$ cat config.mk
export PLATFORM = sky130hd
export DESIGN_NAME = i2s_rx
export DESIGN_NICKNAME = d
export VERILOG_FILES = /design/src/rtl/i2s_pkg.sv /design/src/rtl/i2s_sync.sv /design/src/rtl/i2s_rx.sv
export SDC_FILE = /design/constraint.sdc
export NUM_CORES = 1
export LEC_CHECK = 0
export CORE_UTILIZATION = 58
export CTS_CLUSTER_DIAMETER = 60
export DETAILED_ROUTE_END_ITERATION = 10
export PLACE_DENSITY = 0.91
export SYNTH_ARGS = -nofsm -noshare
export SYNTH_HDL_FRONTEND = slang
export SYNTH_SLANG_ARGS = --single-unit
$ cat constraint.sdc
create_clock -name MasterCLK -period 4.2 [get_ports MasterCLK]
set_input_delay 0.84 -clock MasterCLK [delete_from_list [all_inputs] [get_ports MasterCLK]]
set_output_delay 0.84 -clock MasterCLK [all_outputs]
set_load 0.02 [all_outputs]
$ cat src/rtl/i2s_pkg.sv
// rtl/i2s_pkg.sv - shared I2S frame constants and receiver state encoding
package i2s_pkg;

  localparam int FRAME_W_DEF     = 32;
  localparam int HALF_W_DEF      = FRAME_W_DEF / 2;
  localparam int SYNC_STAGES_DEF = 2;

  typedef enum logic {
    ST_UNLOCKED  = 1'b0,
    ST_RECEIVING = 1'b1
  } state_e;

endpackage

$ cat src/rtl/i2s_sync.sv
// rtl/i2s_sync.sv - multi-flop synchronizer with per-bit rising-edge detect
module i2s_sync #(
  parameter int WIDTH  = 1,
  parameter int STAGES = 2
) (
  input  logic             clk_i,
  input  logic             rst_ni,
  input  logic [WIDTH-1:0] d_i,
  output logic [WIDTH-1:0] q_o,
  output logic [WIDTH-1:0] rise_o
);

  logic [WIDTH-1:0] stage_q [STAGES];
  logic [WIDTH-1:0] prev_q;

  always_ff @(posedge clk_i or negedge rst_ni) begin
    if (!rst_ni) begin
      for (int i = 0; i < STAGES; i++) stage_q[i] <= '0;
      prev_q <= '0;
    end else begin
      stage_q[0] <= d_i;
      for (int i = 1; i < STAGES; i++) stage_q[i] <= stage_q[i-1];
      prev_q <= stage_q[STAGES-1];
    end
  end

  assign q_o    = stage_q[STAGES-1];
  assign rise_o = stage_q[STAGES-1] & ~prev_q;

endmodule

$ cat src/rtl/i2s_rx.sv
// rtl/i2s_rx.sv - I2S receiver: oversampled bit capture, frame lock, valid/ready output
module i2s_rx
  import i2s_pkg::*;
#(
  parameter int FRAME_W     = FRAME_W_DEF,
  parameter int SYNC_STAGES = SYNC_STAGES_DEF
) (
  input  logic               MasterCLK,
  input  logic               RSTn,
  input  logic               I2S_CLK,
  input  logic               I2S_WS,
  input  logic               I2S_DATA,
  output logic [FRAME_W-1:0] OutData,
  output logic               OutValid,
  input  logic               OutReady,
  output logic               Overrun,
  output logic               FrameErr,
  output logic               Locked
);

  localparam int               HALF_W   = FRAME_W / 2;
  localparam int               CNT_W    = $clog2(FRAME_W);
  localparam logic [CNT_W-1:0] CNT_HALF = CNT_W'(HALF_W);
  localparam logic [CNT_W-1:0] CNT_LAST = CNT_W'(FRAME_W - 1);

  logic       sample;
  logic       ws_s, data_s;
  logic       sclk_level_unused;
  logic [1:0] wd_rise_unused;

  i2s_sync #(.WIDTH(1), .STAGES(SYNC_STAGES)) u_sync_clk (
    .clk_i (MasterCLK),
    .rst_ni(RSTn),
    .d_i   (I2S_CLK),
    .q_o   (sclk_level_unused),
    .rise_o(sample)
  );

  i2s_sync #(.WIDTH(2), .STAGES(SYNC_STAGES)) u_sync_wd (
    .clk_i (MasterCLK),
    .rst_ni(RSTn),
    .d_i   ({I2S_WS, I2S_DATA}),
    .q_o   ({ws_s, data_s}),
    .rise_o(wd_rise_unused)
  );

  state_e               state_q, state_d;
  logic [CNT_W-1:0]     cnt_q, cnt_d;
  logic [FRAME_W-2:0]   shift_q, shift_d;
  logic                 ws_prev_q, ws_prev_d;
  logic [FRAME_W-1:0]   out_data_q, out_data_d;
  logic                 out_valid_q, out_valid_d;
  logic                 overrun_q, overrun_d;
  logic                 frame_err_q, frame_err_d;

  logic ws_rise, ws_fall, receiving;
  logic lock_start, err_rise, err_fall, shift_bit, frame_done;

  // WS edges are judged only against the previously sampled bit, never the raw line
  assign receiving  = (state_q == ST_RECEIVING);
  assign ws_rise    = sample &  ws_s & ~ws_prev_q;
  assign ws_fall    = sample & ~ws_s &  ws_prev_q;
  assign lock_start = ~receiving & ws_fall;
  assign err_rise   = receiving & ws_rise & (cnt_q != CNT_HALF);
  assign err_fall   = receiving & ws_fall & (cnt_q != '0);
  assign shift_bit  = receiving & sample & ~err_rise & ~err_fall;
  assign frame_done = shift_bit & (cnt_q == CNT_LAST);

  always_ff @(posedge MasterCLK or negedge RSTn) begin
    if (!RSTn) begin
      state_q <= ST_UNLOCKED;
    end else begin
      state_q <= state_d;
    end
  end

  always_comb begin
    state_d = state_q;
    case (state_q)
      ST_UNLOCKED:  if (lock_start) state_d = ST_RECEIVING;
      ST_RECEIVING: if (err_rise)   state_d = ST_UNLOCKED;
      default:      state_d = ST_UNLOCKED;
    endcase
  end

  always_comb begin
    Locked = (state_q == ST_RECEIVING);
  end

  always_comb begin
    ws_prev_d = sample ? ws_s : ws_prev_q;
    cnt_d     = cnt_q;
    shift_d   = shift_q;
    // an illegal falling WS edge doubles as the first bit of a fresh frame
    if (lock_start || err_fall) begin
      cnt_d      = CNT_W'(1);
      shift_d    = '0;
      shift_d[0] = data_s;
    end else if (err_rise) begin
      cnt_d   = '0;
      shift_d = '0;
    end else if (shift_bit) begin
      cnt_d   = frame_done ? '0 : cnt_q + 1'b1;
      shift_d = {shift_q[FRAME_W-3:0], data_s};
    end
  end

  always_comb begin
    out_data_d  = out_data_q;
    out_valid_d = out_valid_q;
    overrun_d   = 1'b0;
    frame_err_d = err_rise | err_fall;
    if (frame_done) begin
      if (!out_valid_q || OutReady) begin
        out_data_d  = {shift_q, data_s};
        out_valid_d = 1'b1;
      end else begin
        overrun_d = 1'b1;
      end
    end else if (out_valid_q && OutReady) begin
      out_valid_d = 1'b0;
    end
  end

  always_ff @(posedge MasterCLK or negedge RSTn) begin
    if (!RSTn) begin
      cnt_q       <= '0;
      shift_q     <= '0;
      ws_prev_q   <= 1'b0;
      out_data_q  <= '0;
      out_valid_q <= 1'b0;
      overrun_q   <= 1'b0;
      frame_err_q <= 1'b0;
    end else begin
      cnt_q       <= cnt_d;
      shift_q     <= shift_d;
      ws_prev_q   <= ws_prev_d;
      out_data_q  <= out_data_d;
      out_valid_q <= out_valid_d;
      overrun_q   <= overrun_d;
      frame_err_q <= frame_err_d;
    end
  end

  assign OutData  = out_data_q;
  assign OutValid = out_valid_q;
  assign Overrun  = overrun_q;
  assign FrameErr = frame_err_q;

endmodule
==> metrics.txt, run 1 <==
status completed; worst r2r path cells 6; Die Width roughly 75 microns; Ys Warns 0; vias in the first global route ~1800; VDD IR max 0.213 mV; Max Clock Freq 0.395 GHz; sequential element share of the synthesized area 63.9%; Starting Density 61.0%; RR Endpoint OutData[29]; clk_lat worst skew 340 ps; share of layout cells above drive strength 1 22.8%; commonest non-fill, non-tap cells in the layout 80 x dfrtp_1, 40 x clkdlybuf4s50_1, 31 x a22o_1; CTS resizes 0; hold buffer count at cts 0; clock sinks 80; Most used DFF post-synth dfrtp_1; CTS H-tree depth 3; Setup TNS Final 0 ps; syn_nets 206; ys async rst share 100%; worst-path cell chain inv_1 > ha_1 > or3b_4 > o22ai_4 > nand3_4 > mux2_4; global-route wire length before repair 8580 microns; Die Ht 75.5 microns; Via density 5.67; Hold Path Class flip-flop to flip-flop; Tmin final ~2500 ps; cts bufs inserted 9; clk_skew 7.36 ps; critical path's largest stage delay 550 ps; slew margin rel. between 30% and 40%; crit share post-route 60.3%; Pleak approximately 1.9 nW; Post-CTS Repair Setup Buffers 0; pwr/cell area 409 mW/mm^2; CP arrival 2760 ps; Die Area 0.00570 sq mm; CP Launch Point cnt_q[0]; Reg clk slew, reported paths 70 ps; Nets 250; fin area 0.00376 sq mm; largest net degree at the start of global routing 81; GRT Residual Overflow 0; Post-Synthesis Cell Area around 0.0031 sq mm; number of synthesized flops with an enable pin 0; Post-DP HPWL 3380 microns; slowest CP cell nand3_4; area of the core 0.00514 sq mm; Post-DP Area 0.00357 sq mm; RR Startpoint cnt_q[0]; n_diodes 0; CTS tree done; unrepaired setup endpoints after global routing no; detailed-route wire length approximately 5400 microns; most common cell after layout, fill and taps aside dfrtp_1; measured slew at the worst slew-check pin 947 ps; Port Buffers 41; critical path class flip-flop to flip-flop; reg2reg setup slack around 1700 ps; setup violators final 0; CP startpoint kind flip-flop; ANT nets after route 0; Synth Register Bits 80; Cell variety after synth 30; Pins Over Slew Limit 0; gpl congestion ~0.80; Fin. Hold Viols 0; post-synthesis area per instance 15.9 sq um; Total Power 1.54 mW; P&R area growth vs syn 20.1%; Setup WS post-layout 1670 ps; row count 26; dpl ws 1430 ps; Boundary Pins 42; gr usage total 21.3%; clock tree buffer depth 2; CTS root buf clkbuf_8; initial antenna violation count 0; cells after synthesis just under 200; WP data required 4420 ps; DR WL/cell 17.0 microns; Via Count 1792; max_cap viols 0; first-iteration detailed-routing DRC count 118; end point of the critical path OutData[29]; Post-route DRC 0; Worst setup EP type flip-flop; DRT Pass-1 Iters 4; Crit Path Max Fanout 32
-- worst min-delay path by stage --
| stage | startpoint | end | slack [ps] | depth (start not counted) |
|---|---|---|---|---|
| 2_1_floorplan | u_sync_clk.stage_q[1] | u_sync_clk.q_o | 330 | 0 |
| 4_1_cts | u_sync_wd.stage_q[2] | u_sync_wd.q_o[0] | 360 | 0 |
| 3_5_place_dp | u_sync_clk.stage_q[1] | u_sync_clk.q_o | 340 | 0 |
| 5_1_grt | u_sync_wd.stage_q[2] | u_sync_wd.q_o[0] | 360 | 0 |
| 6_report | u_sync_wd.stage_q[2] | u_sync_wd.q_o[0] | 360 | 0 |
| 3_3_place_gp | u_sync_wd.stage_q[3] | u_sync_wd.q_o[1] | 330 | 0 |
-- critical path, delay by kind of cell, from the launching register on --
family | cells | cell delay (ps)
flip-flops | 1 | 410
adder cells (fa/ha/maj) | 1 | 140
buffers and inverters | 1 | 90
multiplexers | 1 | 510
AO/OA/AOI/OAI | 1 | 310
AND/OR/NAND/NOR | 2 | 950
-- layer usage --
metal	part of all wire [%]	track usage (%)
met1	46	28.3
met3	2.9	3.97
met4	2.6	13.0
met5	0	0
met2	48	32.9
-- synthesized netlist by cell type, types with 2 or more instances --
| cell type | number | area [sq um] |
|---|---|---|
| dfrtp_1 | 80 | 2000 |
| a22o_1 | 31 | 272 |
| mux2_4 | 30 | 450 |
| inv_1 | 5 | 18.8 |
| nor2_1 | 5 | 18.8 |
| nor2b_1 | 5 | 31.3 |
| buf_4 | 4 | 30.0 |
| nand2_1 | 4 | 15.0 |
| buf_6 | 3 | 33.8 |
| clkbuf_1 | 3 | 11.3 |
| ha_1 | 3 | 37.5 |
| mux2_2 | 3 | 33.8 |
| and3_1 | 2 | 12.5 |
| nand3_1 | 2 | 10.0 |
| xor2_1 | 2 | 17.5 |
-- cell type report --
type                       instances  area (sq um)
clock inverter                     6          60.1
fill                             344          1380
timing repair buffer              43           423
tap                               70          87.6
clock buffer                      10           128
sequential                        80          2000
inverter                           5          18.8
multi-input combinational        102          1040
-- flip-flops by register name (all words and copies together) (netlist names) --
| signal | flops |
|---|---|
| u_sync_clk.q_o | 1 |
| OutValid | 1 |
| OutData | 32 |
| Overrun | 1 |
| shift_q | 31 |
| Locked | 1 |
| u_sync_wd.stage_q | 2 |
| ws_prev_q | 1 |
| u_sync_clk.prev_q | 1 |
| u_sync_wd.q_o | 2 |
| cnt_q | 5 |
| u_sync_clk.stage_q | 1 |
| FrameErr | 1 |
-- through the flow --
stage | std cells | util (%) | hold WS [ps]
after floorplan | 197 | - | 331
after global placement | 300 | 69.5 | 335
after detailed placement | 300 | 69.5 | 337
after CTS | 316 | 73.2 | 361
after global routing | 316 | 73.2 | 364
final | 316 | 73.2 | 356
-- cell families (layout without fill, tap and decap cells) --
| family | Yosys count | in the layout | synth area share [%] |
|---|---|---|---|
| adders and majority gates | 3 | 3 | 1.20 |
| xor gates and xnor gates | 2 | 2 | 0.559 |
| and+or+nand+nor | 22 | 22 | 4.19 |
| buffers and inverters | 15 | 64 | 3.00 |
| DFF | 80 | 80 | 63.9 |
| AOI/OAI and AO/OA | 41 | 41 | 11.4 |
| muxes | 34 | 34 | 15.8 |
-- report_power, final --
part	internal [mW]	switching (mW)
clock network	0.271	0.260
logic	0.0671	0.0926
registers	0.808	0.0407
total	1.15	0.393
No activity file was read; power rests on OpenSTA's default activity.
==> run 2: changes to the inputs <==
--- a/config.mk
+++ b/config.mk
@@ -5,10 +5,10 @@
 export SDC_FILE = /design/constraint.sdc
 export NUM_CORES = 1
 export LEC_CHECK = 0
-export CORE_UTILIZATION = 58
+export CORE_UTILIZATION = 54
 export CTS_CLUSTER_DIAMETER = 60
 export DETAILED_ROUTE_END_ITERATION = 10
-export PLACE_DENSITY = 0.91
+export PLACE_DENSITY = 0.86
 export SYNTH_ARGS = -nofsm -noshare
 export SYNTH_HDL_FRONTEND = slang
 export SYNTH_SLANG_ARGS = --single-unit
==> constraint.sdc (replaced) <==
create_clock -name MasterCLK -period 2.45 [get_ports MasterCLK]
set_input_delay 0.49 -clock MasterCLK [delete_from_list [all_inputs] [get_ports MasterCLK]]
set_output_delay 0.49 -clock MasterCLK [all_outputs]
set_load 0.02 [all_outputs]
==> metrics.txt, run 2 (synthesis gave the netlist of run 1 again) <==
CP arrival 2450 ps (was 2760 ps); critical path class flip-flop to flip-flop (unchanged); Worst setup EP type flip-flop (unchanged); setup violators final 0 (unchanged); crit share post-route 88.2% (was 60.3%); Largest register FFs 32 (unchanged); Fillers 378 (was 344); VDD IR max 0.344 mV (was 0.213 mV); Net Switching 0.688 mW (was 0.393 mW); Tmin final 2160 ps (was 2530 ps); CTS resizes 0 (unchanged); share of layout cells above drive strength 1 23.6% (was 22.8%); sw frac 24.6% (was 25.5%); Starting Density 56.5% (was 61.0%); WP data required 2730 ps (was 4420 ps); clock sinks 80 (unchanged); detailed-route wire length 5180 microns (was 5370 microns); clock tree buffer depth 2 (unchanged); hold buffer count at cts 1 (was 0); global-route wire length before repair 8830 microns (was 8580 microns); Total Power 2.80 mW (was 1.54 mW); slowest CP cell dfrtp_1 (was nand3_4); met2 wire len 2210 microns (was 2580 microns); GRT Residual Overflow 0 (unchanged); dpl cells 305 (was 300); worst-path cell chain inv_1 > ha_1 > or3b_4 > o22ai_4 > nor2b_2 > buf_12 > a22o_1 (was inv_1 > ha_1 > or3b_4 > o22ai_4 > nand3_4 > mux2_4); unrepaired setup endpoints after global routing no (unchanged); Post-Layout Cell Count 322 (was 316); top routing layer in use met4 (unchanged); Post-CTS Repair Setup Buffers 0 (unchanged); vias in the first global route 1695 (was 1760); area of the multi-input gates 0.00104 sq mm (unchanged); Post-DP HPWL 3230 microns (was 3380 microns); DRT Pass-1 Iters 4 (unchanged); clk_skew 8.03 ps (was 7.36 ps); register area 0.00200 sq mm (unchanged); Hold Path Class flip-flop to flip-flop (unchanged); Pleak 1.92 nW (was 1.87 nW); CP startpoint kind flip-flop (unchanged); CTS root buf clkbuf_8 (unchanged); n_diodes 0 (unchanged); Crit Path Max Fanout 28 (was 32); area of the core 0.00554 sq mm (was 0.00514 sq mm); Setup TNS Final 0 ps (unchanged); Clk pwr share 38.1% (was 34.5%); critical path's largest stage delay 410 ps (was 550 ps); met3 routed WL 231 microns (was 155 microns); ANT nets after route 0 (unchanged); Via Count 1777 (was 1792); P_int 2.11 mW (was 1.15 mW); Nets 254 (was 250); clk_lat worst skew 350 ps (was 340 ps); Met1 Routed Length 2590 microns (was 2490 microns); Max Clock Freq 0.463 GHz (was 0.395 GHz); commonest non-fill, non-tap cells in the layout 80 x dfrtp_1, 40 x clkdlybuf4s50_1, 31 x a22o_1 (unchanged); slew margin rel. 38.2% (was 36.8%); combinational group share of total power 10.2% (was 10.4%); first-iteration detailed-routing DRC count 78 (was 118); Fin. Hold Viols 0 (unchanged); Via density 5.52 (was 5.67); Die Width 78.2 microns (was 75.5 microns); Post-route DRC 0 (unchanged); gr usage total 19.6% (was 21.3%); Port Buffers 41 (unchanged); sequential fraction of design power 51.8% (was 55.1%); initial antenna violation count 0 (unchanged); P&R area growth vs syn 23.4% (was 20.1%); Die Ht 78.2 microns (was 75.5 microns); pwr/cell area 724 mW/mm^2 (was 409 mW/mm^2); Boundary Pins 42 (unchanged); row count 27 (was 26); Die Area 0.00611 sq mm (was 0.00570 sq mm); max_cap viols 0 (unchanged); CTS tree done (unchanged); CTS H-tree depth 3 (unchanged); largest net degree at the start of global routing 67 (was 81); most common cell after layout, fill and taps aside dfrtp_1 (unchanged); measured slew at the worst slew-check pin 927 ps (was 947 ps); Pins Over Slew Limit 0 (unchanged); Reg clk slew, reported paths 80 ps (was 70 ps); gpl congestion 0.815 (was 0.799); DR WL/cell 16.1 microns (was 17.0 microns); cts bufs inserted 9 (unchanged); status completed (unchanged)
==> run 2: cell count changes in the layout (fill, tap and decap cells not counted) <==
cell | previous run | this run
clkinvlp_4 | 2 | 0
buf_12 | 0 | 3
bufinv_16 | 1 | 2
dlygate4sd3_1 | 0 | 1
clkinv_2 | 3 | 2
inv_6 | 0 | 1
clkbuf_8 | 9 | 10
==> run 2: final cells by class <==
cell class | count | area share, %
Clock inverter | 5 | 2.04
Clock buffer | 11 | 3.66
Sequential cell | 80 | 51.8
Tap cell | 72 | 2.33
Multi-Input combinational cell | 102 | 27.0
Timing Repair Buffer | 47 | 12.7
Inverter | 5 | 0.485
==> run 2: final timing paths <==
kind / startpoint / to / slack (ps) / cells past startpoint
max reg2reg: cnt_q[0] / shift_q[18] / 290 / 7
min: u_sync_wd.stage_q[3] / u_sync_wd.q_o[1] / 360 / 0
min reg2reg: u_sync_wd.stage_q[3] / u_sync_wd.q_o[1] / 360 / 0
min in group asynchronous: RSTn / OutData[3] / 530 / 2
max: cnt_q[0] / shift_q[18] / 290 / 7
max in group asynchronous: RSTn / shift_q[28] / 1340 / 3
==> run 2: worst max-delay path: cells and delay by family, from the launching register on <==
kind            cells  cell delay, ps
buf+inv             2             310
compound gates      2             450
simple gates        2             780
fa+ha+maj           1             140
flops               1             410
==> run 2: routing by layer <==
metal  GRT usage, %  up-vias
met5              0        -
met4           12.2        0
met3           4.19       13
met2           26.2       50
met1           29.2      901
li1               -      813
==> run 2: metrics by stage <==
step                      setup WS, ps  area, sq um  util, %  hold WS, ps
final                              288         3870     69.8          358
after global routing               166         3870     69.8          365
after CTS                          286         3870     69.8          355
after detailed placement           346         3640     65.7          338
after global placement             419         3640     65.7          334
after floorplan                    485         3130        -          194
==> run 2: power by group through the flow <==
stage / Sequential, mW / Clock [mW] / Combinational, mW
after CTS: 1.45 / 1.08 / 0.289
after detailed placement: 1.48 / 0 / 0.280
after floorplan: 1.47 / 0 / 0.185
after global routing: 1.46 / 1.15 / 0.319
after global placement: 1.47 / 0 / 0.273
final: 1.45 / 1.07 / 0.285
